<file path="src/rtl/i2c_txn_arbiter.sv">
// Shares one byte-level I2C master between two requesters at transaction granularity.
// A granted requester keeps the bus from START to STOP; a stalled transaction is closed with a forced STOP.
module i2c_txn_arbiter #(
    parameter int TIMEOUT_CYC = 27000000,
    parameter int CNT_W       = 8
) (
    input  logic             clk,
    input  logic             reset,
    input  logic [1:0]       req,
    output logic [1:0]       gnt,
    input  logic [1:0]       cmd_valid,
    input  logic [3:0]       cmd_code,
    input  logic [15:0]      cmd_data,
    output logic [1:0]       cmd_ready,
    output logic [1:0]       rsp_valid,
    output logic [7:0]       rsp_data,
    output logic             rsp_nack,
    output logic             m_cmd_valid,
    output logic [1:0]       m_cmd_code,
    output logic [7:0]       m_cmd_data,
    input  logic             m_cmd_ready,
    input  logic             m_rsp_valid,
    input  logic [7:0]       m_rsp_data,
    input  logic             m_rsp_nack,
    output logic             busy,
    output logic [CNT_W-1:0] timeout_cnt
);

    localparam int IW = (TIMEOUT_CYC > 2) ? $clog2(TIMEOUT_CYC) : 1;
    localparam logic [IW-1:0] IDLE_LAST = IW'(TIMEOUT_CYC - 1);
    localparam logic [1:0] C_START = 2'b00;
    localparam logic [1:0] C_STOP  = 2'b11;

    typedef enum logic [2:0] {IDLE, GRANT, OPEN, WAIT_RSP, ABORT, ABORT_WAIT} state_t;

    state_t            state, state_nx;
    logic [1:0]        gnt_nx;
    logic              last, last_nx;
    logic              ret_open, ret_open_nx;
    logic              perr, perr_nx;
    logic [IW-1:0]     idle_cnt, idle_cnt_nx;
    logic [CNT_W-1:0]  timeout_cnt_nx;
    logic              g_valid;
    logic [1:0]        g_code;
    logic [7:0]        g_data;

    // Granted requester's command; all zero when nobody owns the bus.
    always_comb begin
        g_valid = |(cmd_valid & gnt);
        g_code  = 2'b00;
        g_data  = 8'h00;
        if (gnt[1]) begin
            g_code = cmd_code[3:2];
            g_data = cmd_data[15:8];
        end else if (gnt[0]) begin
            g_code = cmd_code[1:0];
            g_data = cmd_data[7:0];
        end
    end

    assign busy = (state != IDLE);

    always_ff @(posedge clk) begin
        if (reset) begin
            state       <= IDLE;
            gnt         <= 2'b00;
            last        <= 1'b1;
            ret_open    <= 1'b0;
            perr        <= 1'b0;
            idle_cnt    <= '0;
            timeout_cnt <= '0;
        end else begin
            state       <= state_nx;
            gnt         <= gnt_nx;
            last        <= last_nx;
            ret_open    <= ret_open_nx;
            perr        <= perr_nx;
            idle_cnt    <= idle_cnt_nx;
            timeout_cnt <= timeout_cnt_nx;
        end
    end

    always_comb begin
        state_nx       = state;
        gnt_nx         = gnt;
        last_nx        = last;
        ret_open_nx    = ret_open;
        perr_nx        = 1'b0;
        idle_cnt_nx    = idle_cnt;
        timeout_cnt_nx = timeout_cnt;
        cmd_ready      = 2'b00;
        rsp_valid      = 2'b00;
        rsp_data       = 8'h00;
        rsp_nack       = 1'b0;
        m_cmd_valid    = 1'b0;
        m_cmd_code     = 2'b00;
        m_cmd_data     = 8'h00;

        // Error response for a non-START command swallowed in GRANT one cycle earlier.
        if (perr) begin
            rsp_valid = gnt;
            rsp_nack  = 1'b1;
        end

        case (state)
            IDLE: begin
                if (req == 2'b01)      gnt_nx = 2'b01;
                else if (req == 2'b10) gnt_nx = 2'b10;
                else if (req == 2'b11) gnt_nx = last ? 2'b01 : 2'b10;
                if (|req) state_nx = GRANT;
            end
            GRANT: begin
                cmd_ready   = gnt & {2{m_cmd_ready}};
                m_cmd_code  = g_code;
                m_cmd_data  = g_data;
                m_cmd_valid = g_valid && (g_code == C_START);
                if (g_valid && m_cmd_ready) begin
                    if (g_code == C_START) begin
                        ret_open_nx = 1'b1;
                        state_nx    = WAIT_RSP;
                    end else begin
                        perr_nx = 1'b1;
                    end
                end else if ((req & gnt) == 2'b00) begin
                    state_nx = IDLE;
                    gnt_nx   = 2'b00;
                    last_nx  = gnt[1];
                end
            end
            OPEN: begin
                cmd_ready   = gnt & {2{m_cmd_ready}};
                m_cmd_code  = g_code;
                m_cmd_data  = g_data;
                m_cmd_valid = g_valid;
                if (g_valid && m_cmd_ready) begin
                    idle_cnt_nx = '0;
                    ret_open_nx = (g_code != C_STOP);
                    state_nx    = WAIT_RSP;
                end else if (!g_valid) begin
                    if (idle_cnt == IDLE_LAST) begin
                        idle_cnt_nx = '0;
                        state_nx    = ABORT;
                    end else begin
                        idle_cnt_nx = idle_cnt + 1'b1;
                    end
                end
            end
            WAIT_RSP: begin
                if (m_rsp_valid) begin
                    rsp_valid = gnt;
                    rsp_data  = m_rsp_data;
                    rsp_nack  = m_rsp_nack;
                    state_nx  = ret_open ? OPEN : GRANT;
                end
            end
            ABORT: begin
                m_cmd_valid = 1'b1;
                m_cmd_code  = C_STOP;
                if (m_cmd_ready) state_nx = ABORT_WAIT;
            end
            ABORT_WAIT: begin
                // The forced STOP's completion belongs to the arbiter, not the requester.
                if (m_rsp_valid) begin
                    state_nx = IDLE;
                    gnt_nx   = 2'b00;
                    last_nx  = gnt[1];
                    if (timeout_cnt != {CNT_W{1'b1}}) timeout_cnt_nx = timeout_cnt + 1'b1;
                end
            end
            default: state_nx = IDLE;
        endcase
    end

endmodule

</file>
<file path="config.mk">
export PLATFORM = sky130hd
export DESIGN_NAME = i2c_txn_arbiter
export DESIGN_NICKNAME = d
export VERILOG_FILES = /design/src/rtl/i2c_txn_arbiter.sv
export SDC_FILE = /design/constraint.sdc
export NUM_CORES = 1
export LEC_CHECK = 0
export CAP_MARGIN = 20
export CORE_AREA = 3 3 81 83
export DETAILED_ROUTE_END_ITERATION = 10
export DIE_AREA = 0 0 84 86
export GPL_ROUTABILITY_DRIVEN = 0
export HOLD_SLACK_MARGIN = 0.15
export PLACE_DENSITY = 0.81
export SYNTH_ARGS = -nofsm -noshare
export SYNTH_HDL_FRONTEND = slang
export SYNTH_SLANG_ARGS = --single-unit
</file>
<file path="constraint.sdc">
create_clock -name clk -period 1.9 [get_ports clk]
set_input_delay 0.475 -clock clk [delete_from_list [all_inputs] [get_ports clk]]
set_output_delay 0.475 -clock clk [all_outputs]
set_load 0.01 [all_outputs]
</file>
==> impl_metrics.env <==
export IMPL_status="finished, violations left"
export IMPL_violations="setup timing"
export IMPL_ys_warn_count=0
export IMPL_finClkSkew_ns=0.00835
export IMPL_fin_nets=489
export IMPL_cts_buffers=5
export IMPL_slowest_delay_ns=0.45
export IMPL_timing_hold_ws_ns=0.499
export IMPL_routedWlPerCell_um=16.7
export IMPL_die_area_mm2=0.00722
export IMPL_setup_violations=26
export IMPL_clock_sinks=41
export IMPL_startpoint_type="primary input"
export IMPL_crit_type="in2out"
export IMPL_placed_area_mm2=0.00369
export IMPL_rr_worst_depth=8
export IMPL_grt_pass1_wl_um=13200
export IMPL_synth_top_area_frac=0.328
export IMPL_overflow=0
export IMPL_drive_gt1_frac=0.359
export IMPL_h_tree_depth=2
export IMPL_vias_per_cell=5.58
export IMPL_synth_edf_count=0
export IMPL_dr_total_vias=2908
export IMPL_fmax_mhz=440
export IMPL_yosys_area_top_type="dfxtp_1"
export IMPL_slew_violations=0
export IMPL_power_mw=2.16
export IMPL_synth_area_per_cell_um2=8.12
export IMPL_layout_setup_ws_ns=-0.375
export IMPL_grt_antenna_before_repair=0
export IMPL_fp_dieH_um=86
export IMPL_worst_path_max_fanout=2
export IMPL_finalInstanceArea_mm2=0.00417
export IMPL_maxCapViolCount=0
export IMPL_synth_nets=351
export IMPL_hp_class="reg2reg"
export IMPL_postSynth_asyncResetShare=0
export IMPL_clock_tree_root_cell="clkbuf_8"
export IMPL_synth_ff_type="dfxtp_1"
export IMPL_fin_crit_sh=1.20
export IMPL_p_leak_nw=1.66
export IMPL_start_util=0.422
export IMPL_worstMarginPinSlew_ns=0.355
export IMPL_grt_pass1_vias=2752
export IMPL_crit_required_ns=1.42
export IMPL_yosys_register_bits=41
export IMPL_finalWirelength_um=8700
export IMPL_ys_top_cells_by_area="dfxtp_1, xnor2_1, nor2_1, a22o_1, and2_1"
export IMPL_fp_dieW_um=84
export IMPL_post_route_util=0.704
export IMPL_cp_end_kind="output port"
export IMPL_ant_nets=0
export IMPL_dr_first_iter_drc_count=206
export IMPL_antenna_cells=0
export IMPL_worstHoldPathCells=2
export IMPL_rsz0062_at_grt="true"
export IMPL_ir_drop_uv=378
export IMPL_drc=0
export IMPL_period_minus_slack_ns=2.27
export IMPL_area_growth_pct=66.7
export IMPL_hold_viol_final=0
export IMPL_dr_pass1_iters=5
export IMPL_crit_top_cell="o21ai_1"
export IMPL_grt_max_degree=17
export IMPL_cts_tree="yes"
export IMPL_clk_insertion_delay_late_ns=0.29
export IMPL_numPortBuffers=71
export IMPL_rows=28
export IMPL_fp_coreArea_mm2=0.00592
export IMPL_cts_reportedPaths_clkPinSlew_ns=0.07
export IMPL_critical_path_arrival_ns=1.80
export IMPL_crit_chain="clkdlybuf4s50_1, o21ai_1, o21ai_1, nor2_1, a21oi_1, o31ai_1, buf_2"
export IMPL_synthCells=308
export IMPL_fin_cells=521
export IMPL_hpwl_um=5540
export IMPL_fillers=431
export IMPL_pin_count=72
export IMPL_ys_top_cells_by_count="dfxtp_1, nor2_1, xnor2_1, nand2_1, o21ai_0"
export IMPL_synth_area_mm2=0.00250
export IMPL_dp_cells=496
export IMPL_maxSlewHeadroom=0.763
export IMPL_clock_path_buffers=2
export IMPL_track_usage=0.218
export IMPL_synthDistinctLibCells=54
export IMPL_ys_seq_area_frac=0.328
export IMPL_p_per_area_mw_per_mm2=519
export IMPL_cts_hold_buf=0
export IMPL_crit_slowest_cell="clkdlybuf4s50_1"
## report_power, final
part	switching [mW]	internal [mW]	leakage, nW	total [mW]
logic	0.325	0.383	1.29	0.708
registers	0.0218	0.878	0.335	0.900
clock network	0.300	0.255	0.0412	0.554
total	0.646	1.52	1.66	2.16
## placed cells by master, fill, tap and decap left out, drive strengths merged, types with 7 or more instances in the layout
cell	n
buf	100
nor2	41
dfxtp	41
clkdlybuf4s50	39
xnor2	20
nand2	17
o21ai	15
a21oi	13
and2	13
inv	11
a22o	11
nand3	11
or3	10
nor3	9
nor4	8
nand4	7
clkbuf	7
## final timing paths
path                                   start            to  slack, ns
worst max-delay path             cmd_code[1]   m_cmd_valid      -0.37
worst min-delay path            idle_cnt[11]  idle_cnt[11]       0.50
worst max register to register      state[1]      state[0]      -0.02
worst min register to register  idle_cnt[11]  idle_cnt[11]       0.50
## routing by layer
metal / track usage / vias up / wire length [µm]
met3: 0.0423 / 17 / 496
li1: - / 1393 / -
met5: 0 / - / 0
met4: 0.0658 / 0 / 148
met2: 0.385 / 117 / 4500
met1: 0.269 / 1381 / 3550
## final cells by class
cell class | count | area [µm²] | share of cell area
clock buffer | 6 | 72.6 | 0.0174
clock inverter | 1 | 8.76 | 0.00210
inverter | 11 | 41.3 | 0.00990
multi-input combinational | 240 | 1820 | 0.436
sequential | 41 | 838 | 0.201
tap | 75 | 93.8 | 0.0225
timing repair buffer | 147 | 1300 | 0.311
## critical path, delay by kind of cell
kind,cells,cell delay (ns)
AOI/OAI and AO/OA,4,0.57
buffers and inverters,2,0.62
and+or+nand+nor,1,0.14
## sequential cells by signal, summed over array words and instances, names as in the netlist
register	cells
gnt	2
idle_cnt	25
last	1
perr	1
ret_open	1
state	3
timeout_cnt	8
## stage by stage
| step | worst slack [ns] | TNS, ns |
|---|---|---|
| 3_3_place_gp | -0.692 | -21.48 |
| 5_1_grt | -0.451 | -6.52 |
| 2_1_floorplan | 0.00251 | 0 |
| 6_report | -0.375 | -5.09 |
| 3_5_place_dp | -0.732 | -23.73 |
| 4_1_cts | -0.254 | -4.12 |
## repair_timing
action | in CTS | in global routing
buffers inserted | 11 | 5
gates resized for setup | 162 | 47
setup endpoints to repair | 53 | 52
cloned | 3 | 0
pin swaps | 28 | 15
## kinds of logic after synthesis
| kind of cell | after synthesis | synth area share |
|---|---|---|
| compound gates | 64 | 0.179 |
| xor+xnor | 24 | 0.0840 |
| fa+ha+maj | 6 | 0.0300 |
| buf+inv | 27 | 0.0450 |
| flops | 41 | 0.328 |
| mux | 6 | 0.0245 |
| simple gates | 140 | 0.310 |
Power figures use the tool's default switching activity.
